==> src/rtl/siso_frame_pkg.sv <==
`default_nettype none
// ============================================================================
//  Module      : siso_frame_pkg
//  Description : Shared state encoding and parity helper for siso_frame_ctrl.
//  Revision    : 1.0
// ============================================================================
package siso_frame_pkg;

   localparam logic [1:0] c_ST_IDLE   = 2'd0;
   localparam logic [1:0] c_ST_SHIFT  = 2'd1;
   localparam logic [1:0] c_ST_PARITY = 2'd2;
   localparam logic [1:0] c_ST_DONE   = 2'd3;

   typedef enum logic [1:0] {
      IDLE   = c_ST_IDLE,
      SHIFT  = c_ST_SHIFT,
      PARITY = c_ST_PARITY,
      DONE   = c_ST_DONE
   } frame_state_t;

   // Even parity over a word zero-extended to 64 bits.
   function automatic logic parity_f(input logic [63:0] v);
      return ^v;
   endfunction

endpackage
`default_nettype wire

==> src/rtl/siso_frame_if.sv <==
`default_nettype none
// ============================================================================
//  Module      : siso_frame_if
//  Description : Parallel handshake plus serial chain signals of siso_frame_ctrl.
//                parity_err exists only when SISO_FRAME_PARITY_EN is defined.
//  Revision    : 1.0
// ============================================================================
interface siso_frame_if #(
   parameter int WIDTH = 8
);
   logic [WIDTH-1:0] tx_data;
   logic             tx_valid;
   logic             tx_ready;
   logic             si;
   logic             so;
   logic             shift_en;
   logic             busy;
   logic [WIDTH-1:0] rx_data;
   logic             rx_valid;
`ifdef SISO_FRAME_PARITY_EN
   logic             parity_err;

   modport master (output tx_data, tx_valid, si,
                   input  tx_ready, so, shift_en, busy, rx_data, rx_valid, parity_err);
   modport slave  (input  tx_data, tx_valid, si,
                   output tx_ready, so, shift_en, busy, rx_data, rx_valid, parity_err);
`else
   modport master (output tx_data, tx_valid, si,
                   input  tx_ready, so, shift_en, busy, rx_data, rx_valid);
   modport slave  (input  tx_data, tx_valid, si,
                   output tx_ready, so, shift_en, busy, rx_data, rx_valid);
`endif
endinterface
`default_nettype wire

==> src/rtl/siso_bit_timer.sv <==
`default_nettype none
// ============================================================================
//  Module      : siso_bit_timer
//  Description : Bit-period divider; tick marks the last cycle of each period.
//  Revision    : 1.0
// ============================================================================
module siso_bit_timer #(
   parameter int DIV = 1
) (
   input  wire  clk,
   input  wire  clear_n,
   input  wire  run,
   output logic tick
);
   localparam int              c_CW   = $clog2(DIV + 1);
   localparam logic [c_CW-1:0] c_LAST = c_CW'(DIV - 1);

   logic [c_CW-1:0] r_div_cnt;

   assign tick = run && (r_div_cnt == c_LAST);

   always_ff @(posedge clk or negedge clear_n) begin
      if (!clear_n) begin
         r_div_cnt <= '0;
      end else if (!run || tick) begin
         r_div_cnt <= '0;
      end else begin
         r_div_cnt <= r_div_cnt + c_CW'(1);
      end
   end
endmodule
`default_nettype wire

==> src/rtl/siso_frame_ctrl.sv <==
`default_nettype none
// ============================================================================
//  Module      : siso_frame_ctrl
//  Description : Frames a parallel word out MSB-first on so while capturing si.
//                Optional trailing parity bit with SISO_FRAME_PARITY_EN.
//  Revision    : 1.0
// ============================================================================
module siso_frame_ctrl
   import siso_frame_pkg::*;
#(
   parameter int WIDTH = 8,
   parameter int DIV   = 1
) (
   input wire          clk,
   input wire          clear_n,
   siso_frame_if.slave bus
);
   localparam int             c_CW       = $clog2(WIDTH);
   localparam logic [c_CW-1:0] c_LAST_BIT = c_CW'(WIDTH - 1);
`ifdef SISO_FRAME_PARITY_EN
   localparam int             c_RXW      = WIDTH;
`else
   // Without parity the final si bit goes straight into rx_data, so one bit less is stored.
   localparam int             c_RXW      = WIDTH - 1;
`endif

   frame_state_t     r_state;
   frame_state_t     w_next;
   logic [WIDTH-2:0] r_tx;
   logic [c_RXW-1:0] r_rx;
   logic [WIDTH-1:0] r_rx_data;
   logic [c_CW-1:0]  r_bit_cnt;
   logic             r_so;
   logic             w_run;
   logic             w_tick;
   logic             w_accept;
   logic             w_last_bit;
`ifdef SISO_FRAME_PARITY_EN
   logic             r_par;
   logic             r_parity_err;
   assign bus.parity_err = r_parity_err;
`endif

   assign w_run      = (r_state == SHIFT) || (r_state == PARITY);
   assign w_accept   = bus.tx_valid && (r_state == IDLE);
   assign w_last_bit = (r_bit_cnt == c_LAST_BIT);
   assign bus.so      = r_so;
   assign bus.rx_data = r_rx_data;

   siso_bit_timer #(.DIV(DIV)) u_timer (
      .clk     (clk),
      .clear_n (clear_n),
      .run     (w_run),
      .tick    (w_tick)
   );

   always_ff @(posedge clk or negedge clear_n) begin
      if (!clear_n) begin
         r_state <= IDLE;
      end else begin
         r_state <= w_next;
      end
   end

   always_comb begin
      w_next       = r_state;
      bus.busy     = (r_state != IDLE);
      bus.rx_valid = (r_state == DONE);
      bus.tx_ready = clear_n && (r_state == IDLE);
      bus.shift_en = w_tick;
      case (r_state)
         IDLE:    if (w_accept) w_next = SHIFT;
`ifdef SISO_FRAME_PARITY_EN
         SHIFT:   if (w_tick && w_last_bit) w_next = PARITY;
`else
         SHIFT:   if (w_tick && w_last_bit) w_next = DONE;
`endif
         PARITY:  if (w_tick) w_next = DONE;
         DONE:    w_next = IDLE;
         default: w_next = IDLE;
      endcase
   end

   always_ff @(posedge clk or negedge clear_n) begin
      if (!clear_n) begin
         r_tx      <= '0;
         r_rx      <= '0;
         r_rx_data <= '0;
         r_bit_cnt <= '0;
         r_so      <= 1'b0;
`ifdef SISO_FRAME_PARITY_EN
         r_par        <= 1'b0;
         r_parity_err <= 1'b0;
`endif
      end else begin
         case (r_state)
            IDLE: if (w_accept) begin
               r_tx      <= bus.tx_data[WIDTH-2:0];
               r_so      <= bus.tx_data[WIDTH-1];
               r_bit_cnt <= '0;
`ifdef SISO_FRAME_PARITY_EN
               r_par     <= parity_f(64'(bus.tx_data));
`endif
            end
            SHIFT: if (w_tick) begin
               r_rx <= c_RXW'({r_rx, bus.si});
               r_tx <= r_tx << 1;
               if (w_last_bit) begin
`ifdef SISO_FRAME_PARITY_EN
                  r_so      <= r_par;
`else
                  r_so      <= 1'b0;
                  r_rx_data <= {r_rx, bus.si};
`endif
               end else begin
                  r_so      <= r_tx[WIDTH-2];
                  r_bit_cnt <= r_bit_cnt + c_CW'(1);
               end
            end
`ifdef SISO_FRAME_PARITY_EN
            PARITY: if (w_tick) begin
               r_so         <= 1'b0;
               r_rx_data    <= r_rx;
               r_parity_err <= bus.si ^ parity_f(64'(r_rx));
            end
`endif
            default: ;
         endcase
      end
   end
endmodule
`default_nettype wire
==> src/flat_wrapper.sv <==
// flat-port wrapper written by rule: the top's interface ports become plain ports
module siso_frame_ctrl_flat import siso_frame_pkg::*;
#(
   parameter int WIDTH = 8,
   parameter int DIV   = 1
)
  (clk, clear_n, bus_tx_data, bus_tx_valid, bus_si, bus_tx_ready, bus_so, bus_shift_en, bus_busy, bus_rx_data, bus_rx_valid);
  siso_frame_if #(.WIDTH(WIDTH)) bus_i ();
  input wire clk;
  input wire clear_n;
  input wire logic [$bits(bus_i.tx_data)-1:0] bus_tx_data;
  input wire logic [$bits(bus_i.tx_valid)-1:0] bus_tx_valid;
  input wire logic [$bits(bus_i.si)-1:0] bus_si;
  output wire logic [$bits(bus_i.tx_ready)-1:0] bus_tx_ready;
  output wire logic [$bits(bus_i.so)-1:0] bus_so;
  output wire logic [$bits(bus_i.shift_en)-1:0] bus_shift_en;
  output wire logic [$bits(bus_i.busy)-1:0] bus_busy;
  output wire logic [$bits(bus_i.rx_data)-1:0] bus_rx_data;
  output wire logic [$bits(bus_i.rx_valid)-1:0] bus_rx_valid;
  assign bus_i.tx_data = bus_tx_data;
  assign bus_i.tx_valid = bus_tx_valid;
  assign bus_i.si = bus_si;
  assign bus_tx_ready = bus_i.tx_ready;
  assign bus_so = bus_i.so;
  assign bus_shift_en = bus_i.shift_en;
  assign bus_busy = bus_i.busy;
  assign bus_rx_data = bus_i.rx_data;
  assign bus_rx_valid = bus_i.rx_valid;
  siso_frame_ctrl #(.WIDTH(WIDTH), .DIV(DIV)) u_core (.clk(clk), .clear_n(clear_n), .bus(bus_i));
endmodule
==> config.mk <==
export PLATFORM = sky130hd
export DESIGN_NAME = siso_frame_ctrl_flat
export DESIGN_NICKNAME = d
export VERILOG_FILES = /design/src/rtl/siso_frame_pkg.sv /design/src/rtl/siso_frame_if.sv /design/src/rtl/siso_bit_timer.sv /design/src/rtl/siso_frame_ctrl.sv /design/src/flat_wrapper.sv
export SDC_FILE = /design/constraint.sdc
export NUM_CORES = 1
export LEC_CHECK = 0
export BUFFER_PORTS_ARGS = -buffer_cell sky130_fd_sc_hd__buf_2
export CORE_MARGIN = 3
export CORE_UTILIZATION = 54
export DETAILED_ROUTE_END_ITERATION = 8
export PLACE_DENSITY = 0.84
export SYNTH_ARGS = -nofsm -noshare
export SYNTH_HDL_FRONTEND = slang
export SYNTH_SLANG_ARGS = --single-unit
==> constraint.sdc <==
create_clock -name clk -period 2 [get_ports clk]
set_input_delay 0.4 -clock clk [delete_from_list [all_inputs] [get_ports clk]]
set_output_delay 0.4 -clock clk [all_outputs]
set_load 0.01 [all_outputs]
**Word-level counts from Yosys, hierarchy flattened**

Index checks and enable logic that the tools add are counted.

- Output and inout port bits: 13
- Word-level logic and storage cells: 50
- Register bits after elaboration: 29
- Input bits: 12

- Muxes and demuxes: 16
- Equal/unequal tests: 9
- Add/subtract/negate cells: 2
- Bitwise gates (word level): 1
- Reductions and logical operators: 15

Operators with widths:

| kind | number |
|---|---|
| 2-to-1 mux 7 bit | 2 |
| case mux 7 bit (2 select lines) | 1 |
| 2-to-1 mux 3 bit | 3 |
| AND reduction 3 bit | 3 |
| inequality test 2 bit (second input constant) | 4 |
| case mux 2 bit (4 select lines) | 1 |
| 2-to-1 mux 2 bit | 3 |
| case mux 3 bit (2 select lines) | 1 |
| == test 2 bit (second input constant) | 2 |
| logical AND 1 bit | 4 |
| 2-to-1 mux 1 bit | 4 |
| AND reduction 4 bit | 1 |
| nonzero test 2 bit | 2 |
| adder 3 x 1 -> 3 bit (second input constant) | 1 |
| == test 3 bit (second input constant) | 1 |
| == test 2 x 1 -> 1 bit (second input constant) | 1 |
| logical NOT 2 bit | 1 |
| logical OR 1 bit | 2 |
| inequality test 2 x 1 -> 1 bit (second input constant) | 1 |
| case mux 1 bit (2 select lines) | 1 |
| AND reduction 2 bit | 1 |
| adder 1 bit (second input constant) | 1 |
| logical NOT 1 bit | 1 |
| inverter 1 bit | 1 |

**Logic depth before layout (Yosys ltp)**

- Depth after elaboration: 6
- Mapped depth: 7
- Depth with buffers taken out: 6

**Hierarchy**

Synthesis repeated with hierarchy kept, for this count alone.

- Cell total of the unflattened synthesis: 100
- Area total of the unflattened synthesis: 1376.3 µm²

By module, submodules not included:

| module | cells an instance | area each (µm²) | sequential area each (µm²) | times used |
|---|---|---|---|---|
| siso_frame_ctrl | 97 | 1333.8 | 700.7 | 1 |
| siso_bit_timer | 3 | 42.5 | 25.0 | 1 |

**Worst setup path before layout**

OpenSTA, ideal clock, no wires.

- Path kind: register to register
- Start point: register u_core.r_state[0]
- End point: register u_core.r_so, in the netlist u_core.bus.so
- Setup time: 125 ps
- Arrival: 1524 ps
- Path slack: 351 ps
- Period minus slack after synthesis: 1649 ps
- Path buffers: 1
- Cell stages (with the launch flop): 7
- Required time: 1875 ps
- Cells stage by stage: dfrtp_1 -> inv_1 -> ha_1 -> mux2i_1 -> a21o_1 -> buf_6 -> mux2_4

- Cells in the longest elaborated chain, start to end: 5
- Elaborated cells on any way between the ends: 11
- Classes of those cells: eq/ne (4); mux (1); reduce/logical (6)

RTL lines:

| item | RTL line | source |
|---|---|---|
| start, declared | siso_frame_ctrl.sv:27 | `frame_state_t r_state;` |
| start signal, assigned | siso_frame_ctrl.sv:61 | `r_state <= w_next;` |
| == test 2 x 1 -> 1 bit or == test 2 bit (tied branches) | siso_frame_ctrl.sv:44, siso_frame_ctrl.sv:96 |  |
| logical OR 1 bit | siso_frame_ctrl.sv:44 | `assign w_run = (r_state == SHIFT) \|\| (r_state == PARITY);` |
| logical AND 1 bit | siso_bit_timer.sv:20 | `assign tick = run && (r_div_cnt == c_LAST);` |
| inequality test 2 bit (no line) | -- |  |
| AND reduction 3 bit (no line) | -- |  |
| end signal, assigned | siso_frame_ctrl.sv:99 | `r_so <= bus.tx_data[WIDTH-1];` |
| end signal, assigned | siso_frame_ctrl.sv:116 | `r_so <= r_tx[WIDTH-2];` |
| end, declared | siso_frame_ctrl.sv:33 | `logic r_so;` |

Parallel ways exist; a longest one is shown, timed or not.
A chain may end at the register's enable or synchronous reset.

**Worst setup path in the final report**

- Start point: register u_core.r_state[1]
- End point: output port bus_shift_en

- Cells in the longest elaborated chain, start to end: 3
- Elaborated cells on any way between the ends: 4
- Classes of those cells: eq/ne (2); reduce/logical (2)

RTL lines:

| item | RTL line | source |
|---|---|---|
| == test 2 x 1 -> 1 bit or == test 2 bit (tied branches) | siso_frame_ctrl.sv:44 |  |
| logical OR 1 bit * | siso_frame_ctrl.sv:44 |  |
| logical AND 1 bit * | siso_bit_timer.sv:20 |  |
| end, declared | flat_wrapper.sv:16 | `output wire logic [$bits(bus_i.shift_en)-1:0] bus_shift_en;` |

Every way passes the cells marked *; elsewhere a longest branch is shown, timed or not.

==> results.cfg <==
[clocking]
root_buffer = clkbuf_4
cts.sinks = 29
clk_pin_slew_ns = 0.09
holdBufCountCts = 0
cts_tree = yes
htree_levels = 2
postCtsSetupRepairBufs = 0
clock_latency_ns = 0.33
clk_path_buf_depth = 2
cts_resized = 0
numCtsBuffers = 5

[critical_path]
critPathLaunchType = flip-flop
required_ns = 1.60
r2r_slack_ns = 0.16
end_kind = output port
r2r_cells = 6
critPathKind = flip-flop to output port
slowest_stage = dfrtp_1
slowest_delay_ns = 0.44
r2r_start = u_core.r_state[1]$_DFFE_PN0P_
critPathMaxFanout = 5
crit_arrival_ns = 1.46
startpoint = u_core.r_state[1]$_DFFE_PN0P_
critPathBufInv = 3
crit_chain = inv_1 > ha_1 > nand2b_4 > inv_2 > buf_2
r2r_end = u_core.r_tx[1]$_DFFE_PN0P_
crit_family = flip-flops

[synth]
synth_area_leaders = dfrtp_1 (50%), mux2_2 (16%), mux2_4 (8.3%), ha_1 (6.1%), nand2_1 (2.1%)
synthesis.nets = 126
synthFlopType = dfrtp_1
yosysUniqueCellTypes = 27
synth_cells = 107
synth-simple-area-share_pct = 8.52
yosysTopAreaCellShare_pct = 50.4
yosys_warnings = 0
yosysTopAreaCell = dfrtp_1
yosys.area_share.xor_xnor_pct = 0
ys_ff_latch = 29
synth_edf_count = 0
avgSynthCellArea_um2 = 13.4
async_flop_share_pct = 100
synth_fa_ha_area_share_pct = 6.09
synth_mux_area_share_pct = 27.0
synth_compound_area_share_pct = 4.61
synth_top_family_by_area = multiplexers
ys_seq_area_share_pct = 50.4
syn-cell-area_mm2 = 0.00144

[global_route]
grt_max_degree = 30
track_usage_pct = 16.2
antenna_found_initial = 0
overflow = 0
grt_pass1_wl_mm = 4.07
grt_pass1_vias = 954

[sta]
hold_slack_ns = 0.0732
finClkSkew_ns = 0.00961
min_period_ns = 1.86
rsz0062_at_grt = no
hold_viol = 0
fmaxAchievable_mhz = 539
period_share_pct = 92.8
slew_violations = 0
tns_ns = 0
setup_viol = 0

[die]
dieArea_mm2 = 0.00332
fp.dieW_um = 57.6
coreArea_mm2 = 0.00250
start_util_pct = 57.6
die_h_um = 57.6
num_rows = 18
io_pins = 25

[power]
power_mw = 2.45
power_leakage_nw = 0.855
ir_drop_v = 0.00117
power_density_mw_per_mm2 = 1470

[routing]
drc = 0
vias = 886
drt-pass1-iter-count = 4
wl_per_cell_um = 14.2
drt_iter0_markers = 14
via_per_inst = 5.21
routed_wirelength_mm = 2.41
ant_nets = 0

[finish]
drive_above_1_share_pct = 50.0
antenna_cells = 0
final_nets = 158
areaGrowthSynthToFinish_pct = 15.6

[min_path]
worstHoldPathType = input pin to asynchronous set/reset pin

[job]
drv_cap = 0

[placement]
finalWeightedCongestion = 0.726
dpl.hpwl_mm = 1.82
portBuffers = 24

[run_status]
status = complete, no violations
-- synth_stat cells (2+ instances only) --
library cell / instances
nand2_1: 8
o221ai_1: 2
ha_1: 7
dfrtp_1: 29
mux2_4: 8
mux2_2: 20
mux2i_1: 2
mux2_1: 2
nor2b_1: 3
nor2_1: 2
buf_2: 3
inv_1: 4
nand3b_1: 3
-- per-layer routing --
layer	GRT usage (%)	share of wire, %
met1	19.4	45
met2	27.1	49
met3	6.01	4.9
met4	4.97	1.2
met5	0	0
-- through the flow --
| stage | setup WS (ns) | instance area (um2) | util (%) | instances |
|---|---|---|---|---|
| finish | 0.143 | 1660 | 66.5 | 170 |
| global route | 0.0424 | 1660 | 66.5 | 170 |
| CTS | 0.122 | 1660 | 66.5 | 170 |
| detailed placement | 0.175 | 1610 | 64.3 | 162 |
| global placement | 0.243 | 1610 | 64.3 | 162 |
| floorplan | 0.351 | 1440 | - | 107 |
-- power by group --
group          switching (mW)  internal, mW
Sequential              0.154         0.819
Combinational           0.481         0.653
Clock                   0.207         0.132
Total                   0.843          1.60
-- registers in the layout (all words and copies together), names as in the netlist --
register,count
u_core.bus.rx_data,8
u_core.r_rx,7
u_core.r_tx,7
u_core.r_bit_cnt,3
u_core.r_state,2
u_core.bus.so,1
u_core.u_timer.r_div_cnt,1
-- cell families after synthesis --
family / after synthesis
other cells: 1
simple gates: 21
compound gates: 8
mux: 32
buf+inv: 9
fa+ha+maj: 7
flops: 29
-- worst register-to-register path, cell delays in order (launching register included) --
cell	delay (ns)
dfrtp_1	0.44
inv_1	0.10
ha_1	0.26
mux2i_1	0.30
a21o_1	0.12
buf_4	0.19
mux2_4	0.31
-- layout by cell type, fill, tap and decap left out, types with 2 or more instances in the layout --
master	instances
mux2_4	8
buf_4	5
nand2_1	8
buf_2	24
nor2b_1	3
mux2i_1	2
clkbuf_4	5
mux2_2	20
o221ai_1	2
ha_1	7
mux2_1	2
inv_1	4
clkinv_2	2
dfrtp_1	29
nand3b_1	3
nor2_1	2
-- worst max path at each step --
stage | to | cells past startpoint
3_5_place_dp | u_core.r_tx[5]$_DFFE_PN0P_ | 6
5_1_grt | u_core.r_tx[1]$_DFFE_PN0P_ | 6
6_report | bus_shift_en | 5
2_1_floorplan | u_core.bus.so$_DFFE_PN0P_ | 6
4_1_cts | bus_shift_en | 5
3_3_place_gp | u_core.bus.so$_DFFE_PN0P_ | 6
-- cell type report --
class / count / area (um2)
multi-input combinational: 69 / 668
clock buffer: 5 / 37.5
timing repair buffer: 29 / 158
fill: 181 / 837
clock inverter: 3 / 17.5
inverter: 5 / 18.8
tap: 30 / 37.5
sequential: 29 / 726
No activity file was read; power rests on OpenSTA's default activity.
